File: src/rtl/spi_xfer_arbiter.sv
// spi_xfer_arbiter
//   Shares one spi_if master between NREQ byte-transfer requesters using a
//   round-robin pointer. For each grant the arbiter (re)programs the baud
//   divisor through spi_if's cmd path when it differs from the last value
//   written, writes the TX byte, waits for irq, then reads the RX byte back.
//
// Ports
//   clk, rst        system clock; synchronous active-low reset
//   req[NREQ]       level request per requester, held until its done
//   wdata/baud      per-requester TX byte / baud divisor, 8 bits each,
//                   requester i at [8i+7:8i]; captured at grant
//   gnt[NREQ]       one-hot grant, high from grant through the done cycle
//   done[NREQ]      one-cycle one-hot completion pulse, rdata valid then
//   rdata           last received byte (8'h00 after an aborted transfer)
//   err             one-cycle pulse with done when a transfer timed out
//   spi_din/cmd/wr/rd, spi_dout/ack/irq
//                   spi_if bus-side port
//   state_dbg       current FSM state encoding
//
// spi_if handshake: a request is spi_wr or spi_rd high together with stable
// spi_cmd/spi_din. All of them are decoded purely from the FSM state, so they
// cannot change until the state moves, and the state only moves on spi_ack
// (or on timeout). The cycle after spi_ack the strobes reflect the next state.
module spi_xfer_arbiter #(
    parameter int NREQ    = 2,
    parameter int TIMEOUT = 1023
) (
    input  logic              clk,
    input  logic              rst,
    input  logic [NREQ-1:0]   req,
    input  logic [8*NREQ-1:0] wdata,
    input  logic [8*NREQ-1:0] baud,
    output logic [NREQ-1:0]   gnt,
    output logic [NREQ-1:0]   done,
    output logic [7:0]        rdata,
    output logic              err,
    output logic [7:0]        spi_din,
    output logic              spi_cmd,
    output logic              spi_wr,
    output logic              spi_rd,
    input  logic [7:0]        spi_dout,
    input  logic              spi_ack,
    input  logic              spi_irq,
    output logic [2:0]        state_dbg
);

    localparam int IW = $clog2(NREQ);

    typedef enum logic [2:0] {
        S_IDLE = 3'd0,
        S_CFG  = 3'd1,
        S_XFER = 3'd2,
        S_WAIT = 3'd3,
        S_READ = 3'd4,
        S_DONE = 3'd5
    } state_t;

    state_t        state, state_nxt;
    logic [IW-1:0] idx_q, rr_q, rr_adv;
    logic [7:0]    wdata_q, baud_q, cache_q, rdata_q;
    logic [9:0]    timer_q;
    logic          abort_q;
    logic          abort_now;
    logic          busy;
    logic          timeout_hit;

    // Round-robin pick: first set request at or after rr_q, wrapping.
    logic          pick_found;
    logic [IW-1:0] pick_idx;
    logic [IW-1:0] cand;
    logic [7:0]    pick_wdata, pick_baud;

    always_comb begin
        pick_found = 1'b0;
        pick_idx   = '0;
        cand       = '0;
        pick_wdata = 8'h00;
        pick_baud  = 8'h00;
        for (int k = 0; k < NREQ; k++) begin
            cand = IW'((int'(rr_q) + k) % NREQ);
            if (!pick_found && req[cand]) begin
                pick_found = 1'b1;
                pick_idx   = cand;
            end
        end
        for (int i = 0; i < NREQ; i++) begin
            if (pick_idx == IW'(i)) begin
                pick_wdata = wdata[8*i +: 8];
                pick_baud  = baud[8*i +: 8];
            end
        end
    end

    assign busy        = (state == S_CFG) || (state == S_XFER) ||
                         (state == S_WAIT) || (state == S_READ);
    assign timeout_hit = (timer_q == 10'(TIMEOUT));
    assign rr_adv      = (idx_q == IW'(NREQ - 1)) ? '0 : idx_q + 1'b1;

    // Next-state logic. In every waiting state the awaited event is tested
    // before the timeout, so an ack landing on the last cycle still wins.
    always_comb begin
        state_nxt = state;
        abort_now = 1'b0;
        unique case (state)
            S_IDLE: if (pick_found) state_nxt = (pick_baud != cache_q) ? S_CFG : S_XFER;
            S_CFG:  if (spi_ack) state_nxt = S_XFER; else if (timeout_hit) abort_now = 1'b1;
            S_XFER: if (spi_ack) state_nxt = S_WAIT; else if (timeout_hit) abort_now = 1'b1;
            S_WAIT: if (spi_irq) state_nxt = S_READ; else if (timeout_hit) abort_now = 1'b1;
            S_READ: if (spi_ack) state_nxt = S_DONE; else if (timeout_hit) abort_now = 1'b1;
            S_DONE: state_nxt = S_IDLE;
            default: state_nxt = S_IDLE;
        endcase
        // Aborts finish through DONE so done/err pulse while gnt is still up.
        if (abort_now) state_nxt = S_DONE;
    end

    always_ff @(posedge clk) begin
        if (!rst) state <= S_IDLE;
        else      state <= state_nxt;
    end

    always_ff @(posedge clk) begin
        if (!rst) begin
            idx_q   <= '0;
            rr_q    <= '0;
            wdata_q <= 8'h00;
            baud_q  <= 8'h00;
            cache_q <= 8'h00;
            rdata_q <= 8'h00;
            timer_q <= 10'd0;
            abort_q <= 1'b0;
        end else begin
            if (state_nxt != state) timer_q <= 10'd0;
            else if (busy)          timer_q <= timer_q + 10'd1;

            if (state == S_IDLE && pick_found) begin
                idx_q   <= pick_idx;
                wdata_q <= pick_wdata;
                baud_q  <= pick_baud;
                abort_q <= 1'b0;
            end
            if (state == S_CFG && spi_ack)  cache_q <= baud_q;
            if (state == S_READ && spi_ack) rdata_q <= spi_dout;
            // Clearing the cache forces a fresh settings write next time,
            // since spi_if's state is unknown after an abort.
            if (abort_now) begin
                abort_q <= 1'b1;
                rdata_q <= 8'h00;
                cache_q <= 8'h00;
            end
            if (state == S_DONE) rr_q <= rr_adv;
        end
    end

    always_comb begin
        gnt  = '0;
        done = '0;
        if (state != S_IDLE) gnt[idx_q]  = 1'b1;
        if (state == S_DONE) done[idx_q] = 1'b1;
    end

    assign err       = (state == S_DONE) && abort_q;
    assign rdata     = rdata_q;
    assign spi_cmd   = (state == S_CFG);
    assign spi_wr    = (state == S_CFG) || (state == S_XFER);
    assign spi_rd    = (state == S_READ);
    assign spi_din   = (state == S_CFG)  ? baud_q  :
                       (state == S_XFER) ? wdata_q : 8'h00;
    assign state_dbg = state;

endmodule
File: config.mk
export PLATFORM = sky130hd
export DESIGN_NAME = spi_xfer_arbiter
export DESIGN_NICKNAME = d
export VERILOG_FILES = /design/src/rtl/spi_xfer_arbiter.sv
export SDC_FILE = /design/constraint.sdc
export NUM_CORES = 1
export LEC_CHECK = 0
export ABC_AREA = 1
export CAP_MARGIN = 20
export CORE_UTILIZATION = 30
export CTS_BUF_LIST = sky130_fd_sc_hd__clkbuf_4
export DETAILED_ROUTE_END_ITERATION = 8
export HOLD_SLACK_MARGIN = 0.02
export PLACE_DENSITY_LB_ADDON = 0.2
export SYNTH_ARGS = -nofsm -noshare
export SYNTH_HDL_FRONTEND = slang
export SYNTH_SLANG_ARGS = --single-unit
File: constraint.sdc
create_clock -name clk -period 5.9 [get_ports clk]
set_input_delay 1.77 -clock clk [delete_from_list [all_inputs] [get_ports clk]]
set_output_delay 1.77 -clock clk [all_outputs]
set_load 0.03 [all_outputs]
== Word-level counts from Yosys, hierarchy flattened ==
Cells that the tools add are included.

* Memory bits (read-only): 0
* Memories kept: 0
* Latch bits: 0
* Word-level logic and storage cells: 72
* Memory bits (writable): 0
* Bits in registers: 48

* $add $sub $neg: 3
* Shifts and indexed selects: 0
* Div/mod/pow operators: 0
* Mux-type cells: 31
* Bitwise gates (word level): 1
* Equality and inequality tests: 8
* $mul: 0
* Reduce and logical (&&, ||, !) cells: 16
* Order comparisons: 4

{| class="wikitable"
|+ Operator list
! cell !! count
|-
| 2-to-1 mux 8 bit || 4
|-
| 2-to-1 mux 3 bit || 6
|-
| 2-to-1 mux 1 bit || 15
|-
| one-hot mux 3 bit (5 select lines) || 1
|-
| adder 10 x 1 -> 10 bit (second input constant) || 1
|-
| equality test 10 bit (second input constant) || 1
|-
| != test 8 bit || 1
|-
| equality test 3 x 2 -> 1 bit (second input constant) || 2
|-
| equality test 3 bit (second input constant) || 2
|-
| logical AND 1 bit || 6
|-
| less-than comparator 1 x 2 -> 1 bit (second input constant) || 3
|-
| 2-to-1 mux 2 bit || 3
|-
| OR reduction 2 bit || 2
|-
| equality test 3 x 1 -> 1 bit (second input constant) || 1
|-
| logical NOT 3 bit || 1
|-
| logical OR 1 bit || 3
|-
| != test 3 bit || 1
|-
| nonzero test 3 bit || 1
|-
| OR reduction 3 bit || 1
|-
| adder 1 bit (second input constant) || 2
|-
| one-hot mux 1 bit (2 select lines) || 1
|-
| nonzero test 2 bit || 1
|-
| demux 1 bit (select 1 bit) || 1
|-
| >= comparator 1 bit (second input constant) || 1
|-
| other kinds (2) || 2
|}

== Logic depth before layout (Yosys ltp) ==
Gate-level depths: netlist of the first run.

* Depth in word-level cells: 14
* Gate-level depth with buffers: 18
* Depth with buffers taken out: 17

== Worst setup path before layout of the first run ==
No wires, ideal clock.

* Kind: register -> output
* From: register state[2], in the netlist state_dbg[2]
* To: output port spi_din[0]
* Path buffers: 0
* Data required time: 4.130 ns
* Arrival: 1.590 ns
* Cell stages (with the launch flop): 5
* Setup slack: 2.540 ns
* Cell sequence: dfxtp_1 inv_1 nand2_1 clkinv_1 a22o_1

* Elaborated cells between the ends (all ways): 4

{| class="wikitable"
|+ RTL lines
! element !! line !! RTL
|-
| start, declared || 58 || <nowiki>state_t state, state_nxt;</nowiki>
|-
| start signal, assigned || 119 || <nowiki>else state <= state_nxt;</nowiki>
|-
| equality test 3 x 1 -> 1 bit || n/a ||
|-
| via spi_cmd || 38 || <nowiki>output logic spi_cmd,</nowiki>
|-
| 2-to-1 mux 8 bit || 167 || <nowiki>assign spi_din = (state == S_CFG) ? baud_q :</nowiki>
|-
| end, declared || 37 || <nowiki>output logic [7:0] spi_din,</nowiki>
|}

The timed path passes the listed nets, and every way through them passes these cells.

== Final worst setup path of the first run ==
* From: register state[0], in the netlist state_dbg[0]
* To: output port spi_din[6]

* Cells in the longest elaborated chain, start to end: 3
* Elaborated cells between the ends (all ways): 4

{| class="wikitable"
|+ Ends and longest elaborated chain
! element !! line !! RTL
|-
| equality test 3 x 2 -> 1 bit || 168 || <nowiki>(state == S_XFER) ? wdata_q : 8'h00;</nowiki>
|-
| 2-to-1 mux 8 bit || 168 ||
|-
| 2-to-1 mux 8 bit * || 167 ||
|}

Every way passes the cells marked *; elsewhere a longest branch is shown, timed or not.

==> impl_results.md, run 1 <==
* Outcome: finished, final reports clean
* Global route overflow at 0
* Count leader, synth: nand2_1
* Worst Path Required at 4.13 ns
* IO Pins at between 70 and 80
* Met2 WL at ~3000 um
* Placer Congestion at 0.774
* Compound-cell area share of the yosys netlist at 0.169
* Max-slew violations at 0
* Total power at 0.000837 W
* Largest family of logic cells by synthesized area: simple AND/OR/NAND/NOR gates
* Distinct cells, synth at 39
* Worst Path Arrival at 2.28 ns
* Rel. slew slack at 0.529
* Setup Skew at between 0.01 and 0.015 ns
* Ys flop type: dfxtp_1
* TritonCTS clock tree: yes
* Width of the chip at 93.7 um
* Row count at 33
* Drc violations at 0
* Clock sinks at 48
* Synthesized Nets at about 400
* Lkg Pwr at about 1.4 nW
* Largest net degree at the start of global routing at 34
* Share of layout cells above drive strength 1 at 0.0798
* CTS Hold Buffers Added at 0
* Worst setup SP type: register
* Wire per inst at about 12 um
* Routed wl met3 at 366 um
* Path category of the worst min-delay check: reg -> reg
* CTS H-tree depth at 2
* Post-synth ARST share at 0
* Final core occ at 0.414
* Simple-gate portion of the synthesized area at 0.308
* RSZ-0062 raised after global routing: false
* Routed Antenna Nets at 0
* Nets at roughly 470
* Final wirelength at 6570 um
* Post-synthesis mux area share at 0.00397
* GRT Util Overall at 0.160
* Post-synthesis sequential area ratio at 0.381
* Final Cycle Share at 0.686
* Die area at 0.00877 sq mm
* First-pass iteration count of the detailed router at 4
* Root Buffer: clkbuf_4
* Post-synthesis cell count at approximately 360
* Post-CTS setup buffer count at 0
* Vias per Instance at 4.63
* Total CTS buffers at 5
* Synth area leaders: dfxtp_1 (38%), nand2_1 (11%), inv_1 (7.0%)
* Register bit total from synthesis at 48
* Top-area cell type share of the netlist area at 0.381
* Area share of fa/ha/maj cells after synthesis at 0.00497
* DRT iter0 DRCs at 53
* Yosys top cell by area: dfxtp_1
* Port buffer count at 72
* # resized after CTS at 0
* WS Path Type: reg -> out
* Minimum clock period at 4.05 ns
* Routed length on met1 at 3160 um
* Starting Density at 0.308
* Die Y at 93.7 um
* Initial antenna violation count at 0
* Final setup fails at 0
* Fin. Hold Viols at 0
* Max cap viols at 0
* Vias in the first global route at 2,336
* Skew-Pair Late Insertion Delay at 0.37 ns
* Synthesized area per cell at 7.08 sq um
* First-pass GRT wire length at 11,000 um
* Core area at around 0.008 sq mm
* Synth warnings at 0
* Critical path capture point type: primary output
* PD cells at 247 mW/mm^2
* Worst-margin pin slew at 0.704 ns
* VDD IR max at 0.104 mV
* Post-synthesis xor/xnor area fraction at 0.0278
* CTS Buffer Depth at 2
* Clock transition at path regs at 0.15 ns
* Final setup TNS at 0 ns
* Synth cell count leaders: nand2_1 (77), dfxtp_1 (48), inv_1 (47)
* DR vias at 2,461
* Post-synth EDFFs at 0
* Crit path max fanout at 9
* Highest metal used: met4
* Hpwl dp at between 4000 and 5000 um
* Fmax achieved at roughly 0.25 GHz
* Netlist Area Pre-Place at 0.00252 sq mm
* Antenna Cells at 0
* Area overhead of the layout relative to synthesis at 34.3%
[where the power goes]
part           switching (W)  internal (W)  total, W
clock network       0.000112     0.0000885  0.000200
logic               0.000155      0.000105  0.000260
registers          0.0000224      0.000355  0.000377
total               0.000289      0.000548  0.000837
[worst paths after layout]
path                                   end    startpoint  depth (start not counted)  slack [ns]
worst max register to register  timer_q[1]          rr_q                         16        3.66
worst min-delay path              rdata[6]      rdata[6]                          2        0.47
worst min register to register    rdata[6]      rdata[6]                          2        0.47
worst max-delay path            spi_din[6]  state_dbg[0]                          6        1.85
[layout make-up]
cell class                 count  area [sq um]
multi-input combinational    247          1300
sequential                    48           961
clock buffer                   5          37.5
clock inverter                 3          42.5
tap                          105           131
fill                         889          4790
inverter                      50           188
timing repair buffer          73           728
[flip-flops by register name (all words and copies together), names as in the netlist]
name and flops:
cache_q 8, wdata_q 8, rr_q 1, abort_q 1, rdata 8, idx_q 1
timer_q 10, state_dbg 3, baud_q 8
[metrics by stage]
step	setup WS, ns	cell area, sq um	hold WS (ns)	std cells
2_1_floorplan	2.54	2520	0.445	356
3_3_place_gp	1.75	3300	0.449	523
3_5_place_dp	1.63	3300	0.453	523
4_1_cts	1.83	3380	0.473	531
5_1_grt	1.68	3380	0.487	531
6_report	1.85	3380	0.470	531
[worst max-delay path, cell delays in order (launching register included)]
cell	delay, ns
dfxtp_1	0.38
inv_1	0.16
nor2_1	0.08
nand2_1	0.14
clkinv_1	0.28
a22o_1	0.29
clkdlybuf4s50_1	0.59
[kinds of logic (layout without fill, tap and decap cells)]
family / count (synthesis) / in the layout
fa+ha+maj: 1 / 1
xor+xnor: 8 / 8
flops: 48 / 48
simple gates: 168 / 168
compound gates: 69 / 69
buf+inv: 61 / 131
mux: 1 / 1
[cells in the final DEF (no fill, tap or decap), types with 2 or more instances in the layout]
master and n:
o21ai_2 2, nand4_1 2, nand2_2 8, clkbuf_4 5, xor2_1 4, inv_2 2, nor2_2 2, a21oi_1 17
nand2_4 5, a22o_1 8, dfxtp_1 48, clkdlybuf4s50_1 72, nor3_1 3, a211oi_1 9, xnor2_1 4, nor2_1 38
nor2_4 2, o21ai_0 18, inv_1 47, nand2_1 77, a31oi_1 12, nand3_1 24
[per-layer routing]
metal / track usage / up-vias
li1: - / 1294
met1: 0.216 / 1096
met2: 0.251 / 61
met3: 0.0348 / 10
met4: 0.0526 / 0
met5: 0 / -
(Power assumes the default switching activity.)
==> inputs of run 2 (changes only) <==
==> constraint.sdc (replaced) <==
create_clock -name clk -period 3.4 [get_ports clk]
set_input_delay 1.02 -clock clk [delete_from_list [all_inputs] [get_ports clk]]
set_output_delay 1.02 -clock clk [all_outputs]
set_load 0.03 [all_outputs]
==> impl_results.md, run 2 (synthesized netlist as in run 1, its figures left out) <==
* Outcome: finished, final reports clean
* Root Buffer: clkbuf_4
* Final setup TNS at 0 ns (unchanged)
* Row count at 33 (unchanged)
* Max cap viols at 0 (unchanged)
* Commonest non-fill, non-tap cell in the layout: nand2_1
* Reg with most FFs: timer_q
* Core area at 0.00818 sq mm (unchanged)
* DRT iter0 DRCs at 102 (+92%)
* Largest net degree at the start of global routing at 24 (-29%)
* Max-slew violations at 0 (unchanged)
* Final Cycle Share at 0.934
* Setup slack after layout at 0.226 ns (-1.62 ns)
* Fillcell total at 864 (-2.8%)
* Worst Path Required at 2.38 ns (-1.75 ns)
* Port buffer count at 72 (unchanged)
* Final setup fails at 0 (unchanged)
* First-pass GRT wire length at 11,200 um (+2.3%)
* Final wirelength at 6510 um (-1.0%)
* Wire per inst at 12.2 um (-1.8%)
* CTS Buffer Depth at 2 (unchanged)
* Critical-path cell list: inv_1 > nor2_1 > nand2_1 > clkinvlp_4 > clkdlybuf4s50_1
* Initial antenna violation count at 0 (unchanged)
* Die area at 0.00877 sq mm (unchanged)
* Crit path max fanout at 9 (unchanged)
* WS Path Type: reg -> out
* Critical path capture point type: primary output
* Delay-heaviest family, CP: buffers and inverters
* Commonest non-fill, non-tap cells in the layout: nand2_1 (77), clkdlybuf4s50_1 (64), dfxtp_1 (48), inv_1 (47), nor2_1 (38)
* Number of flip-flops under the largest register name at 10 (unchanged)
* IO Pins at 73 (unchanged)
* CTS Hold Buffers Added at 0 (unchanged)
* DR vias at 2,495 (+1.4%)
* CTS H-tree depth at 2 (unchanged)
* Post-Place Setup Slack at 0.188 ns (-1.44 ns)
* Placer Congestion at 0.803 (+3.9%)
* Worst-margin pin slew at 0.645 ns (-0.0587 ns)
* Area overhead of the layout relative to synthesis at 36.4%
* Die Y at 93.7 um (unchanged)
* Drc violations at 0 (unchanged)
* Nets at 476 (+0.85%)
* CP bufs+invs at 3 (unchanged)
* RSZ-0062 raised after global routing: false
* Worst Path Arrival at 2.15 ns (-0.13 ns)
* Worst setup SP type: register
* Antenna Cells at 0 (unchanged)
* Tightest hold margin at 0.472 ns (+0.00200 ns)
* PD cells at 422 mW/mm^2 (+71%)
* Vias in the first global route at 2,463 (+5.4%)
* Total CTS buffers at 5 (unchanged)
* CP peak stage delay at 0.69 ns (+0.10 ns)
* Worst R2R Setup Slack at 1.24 ns (-2.42 ns)
* Starting Density at 0.308 (unchanged)
* Clock transition at path regs at 0.15 ns (about the same)
* Global route overflow at 0 (unchanged)
* Minimum clock period at 3.17 ns
* Lkg Pwr at 1.56 nW (+11%)
* Critical path's slowest cell: clkdlybuf4s50_1
* Rel. slew slack at 0.569 (+0.0396)
* Path category of the worst min-delay check: reg -> reg
* Setup Skew at 0.0228 ns (+0.0109 ns)
* First-pass iteration count of the detailed router at 4 (unchanged)
* Skew-Pair Late Insertion Delay at 0.37 ns (about the same)
* Share of layout cells above drive strength 1 at 0.0907 (+0.0109)
* GRT Util Overall at 0.161 (+0.00100)
* Routed Antenna Nets at 0 (unchanged)
* VDD IR max at 0.201 mV (+94%)
* Hpwl dp at 4950 um (-0.25%)
* Fin. Hold Viols at 0 (unchanged)
* Width of the chip at 93.7 um (unchanged)
* Clock sinks at 48 (unchanged)
* Fmax achieved at around 0.32 GHz
* TritonCTS clock tree: yes
* Vias per Instance at 4.66 (+0.62%)
run 2: final cells by class:
type	count	area, sq um	share of cell area
Multi-Input combinational cell	247	1300	0.377
Sequential cell	48	961	0.279
Timing Repair Buffer	77	778	0.226
Inverter	50	191	0.0557
Tap cell	105	131	0.0382
Clock inverter	3	42.5	0.0124
Clock buffer	5	37.5	0.0109
run 2: power by group:
group | total, W | switching, W | internal, W
sequential | 0.000654 | 0.0000384 | 0.000615
clock | 0.000344 | 0.000190 | 0.000153
combinational | 0.000455 | 0.000272 | 0.000183
total | 0.00145 | 0.000501 | 0.000952
run 2: worst min-delay path, stage by stage (launching register included):
cell     delay, ns
dfxtp_1       0.34
nand2_1       0.06
a21oi_1       0.05
run 2: metal layers:
| layer | track usage | wire, um | up-vias |
|---|---|---|---|
| met2 | 0.265 | 2840 | 75 |
| met1 | 0.210 | 3160 | 1106 |
| met3 | 0.0316 | 369 | 13 |
| li1 | - | - | 1301 |
| met4 | 0.0538 | 139 | 0 |
| met5 | 0 | 0 | - |
run 2: what timing repair did:
item | in CTS | in global routing
buffers inserted | 0 | 0
gates resized for setup | 0 | 9
hold endpoints to repair | 0 | 0
endpoints found under the setup margin | 0 | 8
run 2: worst paths after layout:
kind | startpoint | endpoint | cells past startpoint
hold reg to reg | rdata[3] | rdata[3] | 2
hold / removal | rdata[3] | rdata[3] | 2
setup reg to reg | state_dbg[0] | cache_q[2] | 9
setup / recovery | state_dbg[0] | spi_cmd | 5
run 2: per-stage QoR:
step	utilization	instances	power [W]	area, sq um
after floorplan	-	356	0.000951	2520
after global placement	0.408	527	0.00112	3330
after detailed placement	0.408	527	0.00112	3330
after CTS	0.418	535	0.00147	3410
after global routing	0.421	535	0.00155	3440
final	0.421	535	0.00145	3440
==> inputs of run 3 (changes only) <==
--- a/config.mk
+++ b/config.mk
@@ -7,10 +7,11 @@
 export LEC_CHECK = 0
 export ABC_AREA = 1
 export CAP_MARGIN = 20
-export CORE_UTILIZATION = 30
+export CORE_UTILIZATION = 40
 export CTS_BUF_LIST = sky130_fd_sc_hd__clkbuf_4
 export DETAILED_ROUTE_END_ITERATION = 8
 export HOLD_SLACK_MARGIN = 0.02
+export MAX_ROUTING_LAYER = met4
 export PLACE_DENSITY_LB_ADDON = 0.2
 export SYNTH_ARGS = -nofsm -noshare
 export SYNTH_HDL_FRONTEND = slang
==> constraint.sdc (replaced) <==
create_clock -name clk -period 3.76 [get_ports clk]
set_input_delay 1.128 -clock clk [delete_from_list [all_inputs] [get_ports clk]]
set_output_delay 1.128 -clock clk [all_outputs]
set_load 0.03 [all_outputs]
==> impl_results.md, run 3 (synthesized netlist as in run 1, its figures left out) <==
* Outcome: finished, final reports clean
* Commonest non-fill, non-tap cell in the layout: nand2_1
* Wire per inst at 12.1 um (-0.44%)
* Vias per Instance at 4.96 (+6.4%)
* Clock transition at path regs at 0.14 ns (about the same)
* Area overhead of the layout relative to synthesis at 33.7%
* Reg with most FFs: timer_q
* Hpwl dp at 4670 um (-5.6%)
* Critical-path cell list: inv_1 > nor2_1 > nand2_1 > clkinv_1 > a22o_1 > clkdlybuf4s50_1
* Clock sinks at 48 (unchanged)
* Final setup TNS at 0 ns (unchanged)
* Vias in the first global route at 2,264 (-8.1%)
* Row count at 28 (-15%)
* CTS H-tree depth at 2 (unchanged)
* Share of layout cells above drive strength 1 at 0.0862 (-0.00445)
* Fillcell total at 600 (-31%)
* RSZ-0062 raised after global routing: false
* Number of flip-flops under the largest register name at 10 (unchanged)
* Rel. slew slack at 0.615 (+0.0461)
* GRT Util Overall at 0.209 (+0.0479)
* Final wirelength at 6100 um (-6.2%)
* Setup Skew at 0.0114 ns (-0.0114 ns)
* WS Path Type: reg -> out
* DR vias at 2,500 (+0.20%)
* Total CTS buffers at 5 (unchanged)
* Reg area at 961 sq um (unchanged)
* Worst R2R Setup Slack at 1.58 ns (+0.34 ns)
* CP bufs+invs at 3 (unchanged)
* Worst-margin pin slew at 0.576 ns (-0.0690 ns)
* Port buffer count at 72 (unchanged)
* Worst Path Required at 2.63 ns (+0.25 ns)
* CTS Hold Buffers Added at 0 (unchanged)
* Hold EP: rdata[2]
* IO Pins at 73 (unchanged)
* CTS Buffer Depth at 2 (unchanged)
* Drc violations at 0 (unchanged)
* CP peak stage delay at 0.59 ns (-0.10 ns)
* Die Y at 81.4 um (-13%)
* Delay-heaviest family, CP: buffers and inverters
* Minimum clock period at about 3.4 ns
* First-pass iteration count of the detailed router at 4 (unchanged)
* Worst Path Arrival at 2.27 ns (+0.12 ns)
* Fin. Hold Viols at 0 (unchanged)
* Reg2Reg Depth at 17 (+8)
* Skew-Pair Late Insertion Delay at 0.38 ns (about the same)
* Nets at 475 (-0.21%)
* Global route overflow at 0 (unchanged)
* Core area at 0.00599 sq mm (-27%)
* Max cap viols at 0 (unchanged)
* Hold depth at 2 (unchanged)
* Width of the chip at 81.4 um (-13%)
* Max-slew violations at 0 (unchanged)
* Fmax achieved at around 0.29 GHz
* Routed Antenna Nets at 0 (unchanged)
* RR Startpoint: rr_q
* DRT iter0 DRCs at 145 (+42%)
* Antenna Cells at 0 (unchanged)
* Starting Density at 0.421 (+0.112)
* Initial antenna violation count at 0 (unchanged)
* Critical path's slowest cell: clkdlybuf4s50_1
* PD cells at 388 mW/mm^2 (-8.3%)
* # resized after CTS at 0 (unchanged)
* Largest net degree at the start of global routing at 24 (unchanged)
* Worst setup SP type: register
* Multi-input logic area at 0.00130 sq mm (unchanged)
* Path category of the worst min-delay check: reg -> reg
* Final core occ at 0.562 (+0.142)
* Root Buffer: clkbuf_4
* Post-CTS setup buffer count at 0 (unchanged)
* Final Cycle Share at 0.904
* Crit path max fanout at 9 (unchanged)
* Hold wc startpoint: rdata[2]
* Final setup fails at 0 (unchanged)
* Lkg Pwr at 1.42 nW (-9.1%)
* First-pass GRT wire length at 10,300 um (-8.1%)
* Placer Congestion at 0.810 (+0.86%)
* TritonCTS clock tree: yes
* Die area at 0.00662 sq mm (-25%)
* VDD IR max at 0.197 mV (-2.3%)
* Critical path capture point type: primary output
* Commonest non-fill, non-tap cells in the layout: nand2_1 (77), clkdlybuf4s50_1 (72), dfxtp_1 (48), inv_1 (47), nor2_1 (38)
* R2R Path End: timer_q[0]
==> run 3: cell count changes in the layout (fill, tap and decap cells not counted) <==
cell | before | now
dlymetal6s2s_1 | 8 | 0
clkinvlp_4 | 2 | 1
clkinv_1 | 0 | 1
buf_4 | 5 | 4
clkdlybuf4s50_1 | 64 | 72
==> run 3: final cells by class <==
| cell class | instances | area share |
|---|---|---|
| Clock buffer | 5 | 0.0111 |
| Clock inverter | 3 | 0.0126 |
| Inverter | 50 | 0.0557 |
| Multi-Input combinational cell | 247 | 0.385 |
| Sequential cell | 48 | 0.285 |
| Tap cell | 75 | 0.0278 |
| Timing Repair Buffer | 76 | 0.223 |
==> run 3: report_power, final <==
part	switching [W]	leakage (nW)	total [W]	internal, W
clock	0.000168	0.0412	0.000307	0.000139
sequential	0.0000348	0.392	0.000591	0.000556
combinational	0.000242	0.983	0.000408	0.000166
==> run 3: through the flow <==
stage / std cells / hold slack (ns) / power, W / instance area, sq um / setup slack, ns
global placement: 496 / 0.449 / 0.00101 / 3290 / 0.475
finish: 504 / 0.469 / 0.00131 / 3370 / 0.363
detailed placement: 496 / 0.453 / 0.00101 / 3290 / 0.351
global route: 504 / 0.496 / 0.00139 / 3370 / 0.198
floorplan: 356 / 0.445 / 0.000860 / 2520 / 1.04
CTS: 504 / 0.473 / 0.00131 / 3370 / 0.375
==> run 3: worst max-delay path by stage <==
stage | start | end | depth (start not counted) | slack [ns]
after global placement | req[0] | timer_q[7] | 17 | 0.47
after detailed placement | req[0] | timer_q[0] | 16 | 0.35
after floorplan | state_dbg[2] | spi_din[0] | 4 | 1.04
after global routing | state_dbg[2] | spi_din[2] | 5 | 0.20
final | state_dbg[0] | spi_din[2] | 6 | 0.36
after CTS | state_dbg[0] | spi_din[6] | 6 | 0.37
==> run 3: per-layer routing <==
layer | track usage | vias to the layer above | routed length [um]
met3 | 0.0337 | 6 | 249
met2 | 0.328 | 58 | 2830
met5 | - | - | 0
li1 | - | 1300 | -
met4 | 0.0607 | 0 | 73
met1 | 0.274 | 1136 | 2950
==> run 3: worst min-delay path, stage by stage (launching register included) <==
cell and delay, ns:
dfxtp_1 0.33, nand2_1 0.06, a21oi_1 0.05
